[src/rtl/uniform_rnd_bank.sv]
// Bank of twelve 32-bit Galois LFSRs producing 12-bit uniform samples for the noise summer.
// Seeds are loaded word by word, the generators are warmed up, then sampled on each GEN_EN step.
module uniform_rnd_bank #(
    parameter int unsigned WARMUP_CYCLES = 32,
    parameter logic [31:0] DEFAULT_SEED  = 32'hACE1_5A30
) (
    input  logic        CLK,
    input  logic        RESET,
    input  logic        SEED_LOAD,
    input  logic [31:0] SEED_DATA,
    input  logic        SEED_VALID,
    output logic        SEED_READY,
    input  logic        GEN_EN,
    output logic        RND_VALID,
    output logic [11:0] RND1,
    output logic [11:0] RND2,
    output logic [11:0] RND3,
    output logic [11:0] RND4,
    output logic [11:0] RND5,
    output logic [11:0] RND6,
    output logic [11:0] RND7,
    output logic [11:0] RND8,
    output logic [11:0] RND9,
    output logic [11:0] RND10,
    output logic [11:0] RND11,
    output logic [11:0] RND12
);

    localparam int unsigned NUM_GEN   = 12;
    localparam int unsigned STEP_BITS = 12;
    localparam logic [31:0] LFSR_MASK = 32'h8020_0003;

    typedef enum logic [1:0] {
        StIdle   = 2'd0,
        StLoad   = 2'd1,
        StWarmup = 2'd2,
        StRun    = 2'd3
    } state_e;

    // Twelve Galois shifts per step so every sample is built from fresh bits.
    function automatic logic [31:0] lfsr_step(input logic [31:0] s);
        logic [31:0] v;
        v = s;
        for (int i = 0; i < STEP_BITS; i++) begin
            v = v[0] ? ((v >> 1) ^ LFSR_MASK) : (v >> 1);
        end
        return v;
    endfunction

    // Per-generator substitute seed; never zero, so the LFSR cannot lock up.
    function automatic logic [31:0] seed_fill(input logic [3:0] k);
        return {DEFAULT_SEED[31:4], k};
    endfunction

    state_e      state_q, state_d;
    logic [3:0]  idx_q, idx_d;
    logic [31:0] cnt_q, cnt_d;
    logic        valid_q, valid_d;

    logic        do_step;
    logic        rnd_upd;
    logic        write_seed;
    logic [31:0] seed_word;

    logic [31:0] lfsr_q   [NUM_GEN];
    logic [31:0] lfsr_nxt [NUM_GEN];
    logic [11:0] rnd_q    [NUM_GEN];

    always_comb begin
        for (int k = 0; k < NUM_GEN; k++) begin
            lfsr_nxt[k] = lfsr_step(lfsr_q[k]);
        end
    end

    assign seed_word = (SEED_DATA == '0) ? seed_fill(idx_q) : SEED_DATA;

    always_comb begin
        state_d    = state_q;
        idx_d      = idx_q;
        cnt_d      = cnt_q;
        valid_d    = 1'b0;
        do_step    = 1'b0;
        rnd_upd    = 1'b0;
        write_seed = 1'b0;
        SEED_READY = 1'b0;

        // SEED_LOAD overrides everything, including a concurrent GEN_EN.
        if (SEED_LOAD) begin
            state_d = StLoad;
            idx_d   = 4'd1;
        end else begin
            unique case (state_q)
                StIdle: begin
                end
                StLoad: begin
                    SEED_READY = 1'b1;
                    if (SEED_VALID) begin
                        write_seed = 1'b1;
                        if (idx_q == 4'(NUM_GEN)) begin
                            state_d = StWarmup;
                            idx_d   = 4'd1;
                            cnt_d   = WARMUP_CYCLES;
                        end else begin
                            idx_d = idx_q + 4'd1;
                        end
                    end
                end
                StWarmup: begin
                    // The exhausted-counter cycle is spent on the transition alone.
                    if (cnt_q == '0) begin
                        state_d = StRun;
                    end else if (GEN_EN) begin
                        do_step = 1'b1;
                        cnt_d   = cnt_q - 32'd1;
                    end
                end
                StRun: begin
                    if (GEN_EN) begin
                        do_step = 1'b1;
                        rnd_upd = 1'b1;
                        valid_d = 1'b1;
                    end
                end
                default: begin
                    state_d = StIdle;
                end
            endcase
        end
    end

    always_ff @(posedge CLK or posedge RESET) begin
        if (RESET) begin
            state_q <= StWarmup;
            idx_q   <= 4'd1;
            cnt_q   <= WARMUP_CYCLES;
            valid_q <= 1'b0;
        end else begin
            state_q <= state_d;
            idx_q   <= idx_d;
            cnt_q   <= cnt_d;
            valid_q <= valid_d;
        end
    end

    always_ff @(posedge CLK or posedge RESET) begin
        if (RESET) begin
            for (int k = 0; k < NUM_GEN; k++) begin
                lfsr_q[k] <= seed_fill(4'(k + 1));
                rnd_q[k]  <= '0;
            end
        end else begin
            for (int k = 0; k < NUM_GEN; k++) begin
                if (write_seed && (idx_q == 4'(k + 1))) begin
                    lfsr_q[k] <= seed_word;
                end else if (do_step) begin
                    lfsr_q[k] <= lfsr_nxt[k];
                end
                if (rnd_upd) begin
                    rnd_q[k] <= lfsr_nxt[k][11:0];
                end
            end
        end
    end

    assign RND_VALID = valid_q;
    assign RND1      = rnd_q[0];
    assign RND2      = rnd_q[1];
    assign RND3      = rnd_q[2];
    assign RND4      = rnd_q[3];
    assign RND5      = rnd_q[4];
    assign RND6      = rnd_q[5];
    assign RND7      = rnd_q[6];
    assign RND8      = rnd_q[7];
    assign RND9      = rnd_q[8];
    assign RND10     = rnd_q[9];
    assign RND11     = rnd_q[10];
    assign RND12     = rnd_q[11];

endmodule

[config.mk]
export PLATFORM = sky130hd
export DESIGN_NAME = uniform_rnd_bank
export DESIGN_NICKNAME = d
export VERILOG_FILES = /design/src/rtl/uniform_rnd_bank.sv
export SDC_FILE = /design/constraint.sdc
export NUM_CORES = 1
export LEC_CHECK = 0
export ABC_AREA = 1
export ABC_CLOCK_PERIOD_IN_PS = 20100
export CAP_MARGIN = 20
export CORE_MARGIN = 5
export CORE_UTILIZATION = 45
export DETAILED_ROUTE_END_ITERATION = 8
export HOLD_SLACK_MARGIN = 0.03
export PLACE_DENSITY = 0.66
export SYNTH_ARGS = -nofsm -noshare
export SYNTH_HDL_FRONTEND = slang
export SYNTH_SLANG_ARGS = --single-unit
export TNS_END_PERCENT = 50
[constraint.sdc]
create_clock -name CLK -period 20.1 [get_ports CLK]
set_input_delay 6.03 -clock CLK [delete_from_list [all_inputs] [get_ports CLK]]
set_output_delay 6.03 -clock CLK [all_outputs]
set_load 0.02 [all_outputs]
# After elaboration in Yosys (flattened, before gate mapping)

Index checks and enable logic that the tools add are counted.
Widths: inputs -> output; s select.

Equality and inequality tests: 22
Bitwise logic cells: 145
Reductions and logical operators: 33
Add/sub/neg operators: 2
Muxes and demuxes: 194

Operators by type and width:

| operator              | count |
|---|---|
| $mux 32               | 173 |
| $not 3->4             | 144 |
| $logic_not 32->1      | 2 |
| $pmux 32 s2           | 1 |
| $sub 32x1->32 const B | 1 |
| $reduce_bool 2->1     | 15 |
| $eq 4x4->1 const B    | 5 |
| $eq 4x3->1 const B    | 4 |
| $mux 4                | 4 |
| $logic_and 1x1->1     | 12 |
| $mux 1                | 10 |
| $ne 3x3->1 const B    | 3 |
| $eq 4x2->1 const B    | 2 |
| $mux 2                | 4 |
| $ne 2x2->1 const B    | 4 |
| $reduce_and 6->1      | 1 |
| $add 4x1->4 const B   | 1 |
| $eq 2x2->1 const B    | 2 |
| $eq 4x1->1 const B    | 1 |
| $pmux 2 s2            | 1 |
| $reduce_and 4->1      | 1 |
| $reduce_bool 3->1     | 1 |
| $eq 2x1->1 const B    | 1 |
| $pmux 1 s2            | 1 |
| other kinds (2)       | 2 |

Output and inout bits: 146
Bits of input ports: 37
Flip-flop bits (word level): 567
Word-level logic and storage cells: 424

# Depth between registers and ports, before layout

Gate-level depths: netlist of the first run.

Depth after elaboration: 26
Depth in mapped cells: 23
Depth with buffers taken out: 22

# Worst setup path before layout of the first run

No wires, ideal clock.

Path type: input port to output port
Start point: input SEED_LOAD
End point: output SEED_READY
Setup slack: 7.689 ns
Data required time: 14.070 ns
Path buffers: 0
Arrival: 6.381 ns
Cell stages on the path: 1
Cells stage by stage: nor2_1

Longest elaborated chain between the ends: 1

Ends and longest elaborated chain:

| item               | RTL line | source |
|---|---|---|
| start: declaration | 9        | `input logic SEED_LOAD,` |
| $mux 1             | 88       | `if (SEED_LOAD) begin` |
| end: declaration   | 12       | `output logic SEED_READY,` |

Every way passes these cells.

# Worst setup path in the final report of the first run

Ends and elaborated chain as after synthesis.

==> results summary, run 1 <==
The count of nets left with antenna violations once routing finished came out at 0. The biggest cell delay along the critical path is 640 ps. The portion of synthesized cell area occupied by the leading cell type came out at 31.85%. Across all layers, the routed design uses between 20000 and 25000 vias.

The number of pins with negative max-slew slack in the final report came out at 0. The TritonCTS clock tree is yes. The routability congestion estimate is between 0.9 and 1. Input and output buffers added on the ports amount to 182. The pin count of the biggest net entering global routing came out at around 200. The worst register-to-register path begins at cnt_q[0]$_DFFE_PP0P_. For the final routed database, the setup TNS stands at 0 ps. The top cell type by total area after synthesis is dfrtp_1. The die covers 70510 um^2.

The ratio of routed vias to standard cells is 5.637. The detailed router's first-iteration violation count came out at approximately 2500. Among the stages of the critical path, the cell type that occurs most often is clkdlybuf4s50_1. Summing all multi-input logic gate instances after layout gives between 10000 and 15000 um^2. The post-synthesis async set-or-reset flop share is 100.0%.

The shortest clock period the worst path allows after layout came out at 13360 ps. In this run the power density over the cells is 208.1 nW/um^2. Buffers inserted to repair hold after CTS numbered 0. The total iterations of the first detailed-routing run came out at 6. The register-to-register path setup slack came out at approximately 16000 ps. The floorplan step defined a core boundary enclosing 64580 um^2. The worst setup path is of the primary input to output port kind. After clock tree synthesis, the clock-pin slew on the worst setup and hold paths is 60 ps. The run finished with clean final reports.

The dominant synthesized flop cell is dfrtp_1. Registers take 14430 um^2. Buffers inserted during clock tree synthesis total 61. At the worst endpoint, the required time is 14070 ps.

The clock reaches the later pin of the worst-skew pair after 640 ps. The Yosys step of the flow raised 0 warnings. Counting instances, the worst hold path has a depth of 1. At the pin with the least slew margin, the transition time is 1193 ps. The post-CTS repair timing setup buffer count came out at 0.

The largest fanout on the critical path is 4. STA puts the critical path data arrival time at 7330 ps. The detailed-route DRC error count is 0.

The filler-free cell count of the finished design is between 4000 and 5000. The cell area that synthesis handed to floorplanning was 29380 um^2. The met1 global-route usage came out at 36.88%. The number of fill cells is 5962. For this design the static power due to leakage is ~16 nW. The layout cell share with drive strength beyond 1 came out at 13.04%. The start point of the worst min-delay path is cnt_q[28]$_DFFE_PP0P_. The global-route wire length before repair came out at around 150 mm. The fraction of the cycle the final worst path needs came out at 66.45%. For this run, the top clock speed supported by timing is 74.87 MHz. Sorting the synthesized cells by area gives the leading types as dfrtp_1 32%, dfstp_2 17%, nand2_1 13%. Sequential elements use 49.11% of the synthesized area. The routed length per instance is 21.47 um. The number of antenna violations at the first check in global routing came out at 0. The total instance count after detailed placement is between 4000 and 5000. The buffer levels on the longest clock path came out at 3. The worst pin sits at a relative slew slack of roughly 20%. The number of nets in the synthesized netlist is between 3000 and 4000. Synthesis handed over a netlist of 3372 instances. STA classifies the critical path endpoint as an output port. The worst hold path terminates at cnt_q[28]$_DFFE_PP0P_. The number of cell rows came out at 93. Yosys mapped a number of flops with a built-in enable equal to 0. The completed layout was analyzed and its total power is 7.094 mW. STA classifies the critical path startpoint as a primary input. The initial core utilization came out at between 40% and 50%. The final hold violation count came out at 0.

The boundary pin count is 183. The worst register-to-register path ends at lfsr_q[179]$_DFFE_PP0P_. The tree built by TritonCTS fans out to 567 sinks. The number of H-tree levels is 2. The max-cap violation count came out at 0. Summed over all nets, the half-perimeter wirelength after detailed placement is 60.08 mm.

After synthesis the netlist holds a flip-flop and latch count of 567. After global routing, the most crowded layer is met2. The aggregate global routing overflow is 0.

Setup repair after global routing left no endpoint under its margin. The depth of the most critical reg-to-reg path came out at 13. The count of inserted antenna diode cells came out at 0. For the final database, setup skew stands at about 23 ps. IR analysis of the VDD net gives a maximum drop of 0.00008742 V. The library cell contributing the largest single delay on the critical path is clkdlybuf4s50_1. The met3 demand-to-capacity share in global routing is 5.624%. The horizontal die dimension is 265.5 um. The overall track demand over capacity in global routing came out at 26.24%. Walking the worst path, the cells encountered are clkdlybuf4s50_1, nor2_1, clkdlybuf4s50_1. The die is roughly 270 um tall. Global routing consumed, on the met2 layer, 41.27% of the routing resources.

The number of distinct library cells after synthesis is just under 50. The type of the most critical hold path is register to register. The overall routed net length is 94.41 mm.

Setup violations remaining at the end of the flow were counted as 0. Dividing the synthesized area by the synthesized cell count gives 8.714 um^2. The layout overhead on the synthesized area came out at 16.00%.

The root buffer cell is clkbuf_16. The number of gates resized after CTS came out at 0. The final-stage net count is 3536. The number of global-route vias before repair is between 20000 and 25000.

The worst hold margin came out at 472.4 ps.
==> worst max-delay path by stage <==
| stage | startpoint | to | slack [ps] | cells after the start |
|---|---|---|---|---|
| after floorplan | RESET | RND10[0]$_DFFE_PP0P_ | 6510 | 1 |
| after global placement | SEED_LOAD | SEED_READY | 6750 | 3 |
| after detailed placement | SEED_LOAD | SEED_READY | 6760 | 3 |
| after CTS | SEED_LOAD | SEED_READY | 6740 | 3 |
| after global routing | SEED_LOAD | SEED_READY | 6670 | 3 |
| final | SEED_LOAD | SEED_READY | 6740 | 3 |
==> placed cells by master, fill, tap and decap left out, drive strengths merged, types with 2 or more instances in the layout <==
cell and instances:
o21bai 9, a21oi 36, xnor3 29, nand2 1070, clkinv 14, dfrtp 374
clkinvlp 4, xnor2 28, ha 6, nand3b 35, dfstp 193, clkbuf 92
buf 41, a22oi 23, o21a 2, or2 19, nor2 76, nand4 4
o221ai 236, and3 4, nor3 24, clkdlybuf4s50 182, bufinv 8, a31oi 3
o21ai 151, nor4 13, inv 381, xor2 156, nand3 226, o211ai 77
o22ai 24
==> state kept, by name, indices dropped and copies added, names as in the netlist <==
register,cells
RND6,12
RND8,12
RND9,12
RND5,12
RND12,12
lfsr_q,384
RND10,12
RND4,12
RND11,12
state_q,2
RND2,12
idx_q,4
RND3,12
RND7,12
cnt_q,32
RND1,12
RND_VALID,1
==> report_power, final <==
part / total [mW] / switching [mW] / internal [mW]
logic: 3.80 / 2.36 / 1.44
registers: 2.10 / 0.342 / 1.76
clock network: 1.19 / 0.482 / 0.711
total: 7.09 / 3.18 / 3.91
==> area by class of cell <==
class                   count  area share, %
clock buffers              92          5.231
clock inverters            21         0.9287
inverters                 386          4.269
multi-input cells        2254          37.80
flip-flops and latches    567          42.33
well taps                 855          3.138
repair buffers            223          6.295
==> stage by stage <==
stage,utilization (%),area [um^2],setup slack [ps]
3_5_place_dp,49.53,31990,6757
5_1_grt,52.78,34090,6667
3_3_place_gp,49.51,31980,6751
2_1_floorplan,-,29390,6506
6_report,52.78,34090,6744
4_1_cts,52.78,34090,6743
==> cells in the mapped netlist (20+ instances only) <==
cell type  number
inv_1         362
inv_2          20
o22ai_1        24
xor2_1        140
clkbuf_1      120
nand3_1       221
a21oi_1        36
o21ai_0       147
o221ai_1      236
nand2_1      1028
nand3b_1       34
dfstp_2       193
buf_2          31
nand2_2        37
o211ai_1       77
xnor2_1        27
xnor3_1        27
dfrtp_1       374
nor2_1         67
a22oi_1        23
==> critical path: cells and delay by family <==
family                 cells  cell delay [ps]
buffers and inverters      2             1090
and+or+nand+nor            1              200
==> routing by layer <==
metal	wire, um	part of all wire, %
met1	40040	42
met5	0	0
met4	3166	3.4
met3	8589	9.1
met2	42610	45
==> kinds of logic (layout without fill, tap and decap cells) <==
| family | after synthesis | in the layout | share of synthesized area, % |
|---|---|---|---|
| AO/OA/AOI/OAI | 563 | 563 | 13.69 |
| XOR/XNOR | 213 | 213 | 8.265 |
| adder cells (fa/ha/maj) | 6 | 6 | 0.2555 |
| buffers and inverters | 551 | 722 | 7.234 |
| flip-flops | 567 | 567 | 49.11 |
| AND/OR/NAND/NOR | 1472 | 1472 | 21.45 |
Power figures use the tool's default switching activity.
==> run 2: changes to the inputs <==
Settings changed: ABC_CLOCK_PERIOD_IN_PS 20100 to 13900, PLACE_DENSITY 0.66 to not set.
Clock period 20.1 ns to 13.9 ns, I/O delays scaled along.
==> results summary, run 2 (synthesized netlist as in run 1, its figures left out) <==
In this design, the largest share of critical-path delay is due to buffers and inverters. At the end of routability-driven placement, the weighted congestion stood at 0.8841. The number of CTS-inserted buffers came out at 61. In this run the horizontal extent of the chip is 265.5 um. The met2 track utilization from global routing came out at 43.16%. The global-route wire length before repair came out at 149.1 mm. At the end of the flow, the number of nets in the layout was 3537. The maximum vdd ir drop is about 0.00015 V.

After detailed routing, the total wire length is 96.24 mm. The number of failing setup endpoints in the final timing report came out at 0. CTS placed an instance of clkbuf_16 at the clock tree root. The worst hold path begins at lfsr_q[351]$_DFFE_PP1P_. The buffer levels on the longest clock path is 3. The number of buffers added to fix hold violations after cts is 0. Setup slack on the critical path of the routed design comes to roughly 4200 ps. The total placed instance area came out at between 30000 and 40000 um^2. The aggregate global routing overflow is 0. In the layout the commonest cells are 1026 x nand2_1, 374 x dfrtp_1, 361 x inv_1. met2 is the most crowded layer. The fmax came out at between 100 and 150 MHz. Dividing the detail-routed wire length by the instance count gives 21.86 um. The detailed router finished its first iteration with 2426 violations. The pin count of the biggest net entering global routing is 205.

The repair_antennas step left the layout with diodes totalling 0. The post-CTS repair timing setup buffer count is 0. The number of pins with negative max-slew slack in the final report came out at 0. The critical path data required time came out at ~9700 ps. Measured against its own limit, the worst slew margin works out to 20.91%. The overall track demand over capacity in global routing came out at around 27%. The post-CTS clock slew at the launch and capture registers of the worst setup and hold paths is 60 ps. The number of antenna violations at the first check in global routing is 0. The type of the most critical hold path is register to register. Leaving out fill and tap cells, the most frequent cell in the layout is nand2_1. The actual transition at the worst max-transition pin came out at 1185 ps. The number of flip-flops under the largest register name is 384. The run finished with clean final reports. The detailed-placement wirelength estimate is 62.07 mm.

The total iterations of the first detailed-routing run came out at 7. The die covers 70510 um^2. The layout cell share with drive strength beyond 1 came out at about an eighth. The number of gates resized after CTS came out at 0. TritonCTS built the clock tree. After detailed routing, the number of remaining DRC violations is 0.

The analysis attributes to cell leakage a power of approximately 16 nW. The count of buffering cells on the critical path with inverters included came out at 2. The number of cell rows came out at 93.

The layout overhead on the synthesized area is 16.16%. The setup clock skew after layout came out at 16.33 ps. The initial core utilization came out at between 40% and 50%. The library cell contributing the largest single delay on the critical path is clkdlybuf4s50_1. The biggest cell delay along the critical path came out at 660 ps.

The worst setup slack after placement came out at 4201 ps. The cell with the most instances on the worst path is clkdlybuf4s50_1. The max-cap violation count came out at 0. The shortest clock period the worst path allows after layout is 9710 ps. The number of buffers added on ports is 182.

The met3 demand-to-capacity share in global routing is 4.597%. Setup repair after global routing left no endpoint under its margin. The number of H-tree levels came out at 2.

The height of the die is 265.5 um. Ranked by flip-flop count, first place goes to lfsr_q. STA classifies the critical path endpoint as an output port. The worst setup path is launched from a primary input. The boundary pin count is ~180. The total core area came out at 64580 um^2.

The later pin in the worst-skew pair is clocked with a latency of 640 ps. The critical path startpoint is SEED_LOAD. The met1 global-route usage is 36.25%. For the worst setup path, the data arrival time is between 5000 and 6000 ps. The final hold violation count came to 0. The signal on the critical path passes through clkdlybuf4s50_1, nor2_1, clkdlybuf4s50_1. Once detail routing completed, the nets flagged for antenna violations numbered 0. The number of global-route vias before repair was 24750. The critical path in this run is classified as primary input to output port. The finished cells cover 34130 um^2. The count of vias placed by the detailed router came out at 24910. The clock sink total is roughly 570. In the final layout, the registers with the most flip-flops are lfsr_q (384), cnt_q (32). The ratio of routed vias to standard cells is around 5.7.

In this run the power density over the cells is between 200 and 300 nW/um^2. The largest fanout on the critical path is 4. After routing, the total negative slack on setup checks comes to 0 ps. The startpoint identified for the worst register-to-register timing path is cnt_q[0]$_DFFE_PP0P_. In the finished design, the share of the clock period the worst path needs comes to 69.86%.
==> run 2: worst paths after layout <==
kind                                      endpoint  slack, ps  cells past startpoint
max reg2reg                 lfsr_q[53]$_DFFE_PP1P_       9020                     16
max                                     SEED_READY       4190                      3
min in group asynchronous      RND3[4]$_DFFE_PP0P_       3920                      3
max in group asynchronous     RND10[2]$_DFFE_PP0P_       7700                      5
min                        lfsr_q[351]$_DFFE_PP1P_        470                      2
min reg2reg                lfsr_q[351]$_DFFE_PP1P_        470                      2
==> run 2: worst min-delay path, cell delays in order, from the launching register on <==
cell     delay, ps
dfstp_2        370
nand2_1         60
nand2_1         50
==> run 2: layer usage <==
metal	vias to the layer above	wire, um
li1	11490	-
met1	12190	39760
met2	1014	44510
met3	216	7321
met4	0	4641
met5	-	0
==> run 2: area by class of cell <==
class                      instances  area, um^2
fill                            5857       30450
multi-input combinational       2254       12880
clock inverter                    16       191.4
timing repair buffer             224        2202
inverter                         386        1455
clock buffer                     100        1906
tap                              855        1070
sequential                       567       14430
==> run 2: power by group <==
part	internal (mW)	total (mW)	switching [mW]
clock network	1.00	1.70	0.696
logic	2.08	5.47	3.39
registers	2.55	3.05	0.498
==> run 2: per-stage QoR <==
stage | cells | power (mW) | hold slack [ps] | util (%)
finish | 4402 | 10.22 | 474.7 | 52.85
CTS | 4399 | 10.21 | 474.4 | 52.75
detailed placement | 4283 | 8.454 | 461.1 | 49.51
global placement | 4283 | 8.338 | 448.8 | 49.51
floorplan | 3372 | 6.946 | 433.5 | -
global route | 4402 | 10.97 | 484.1 | 52.85
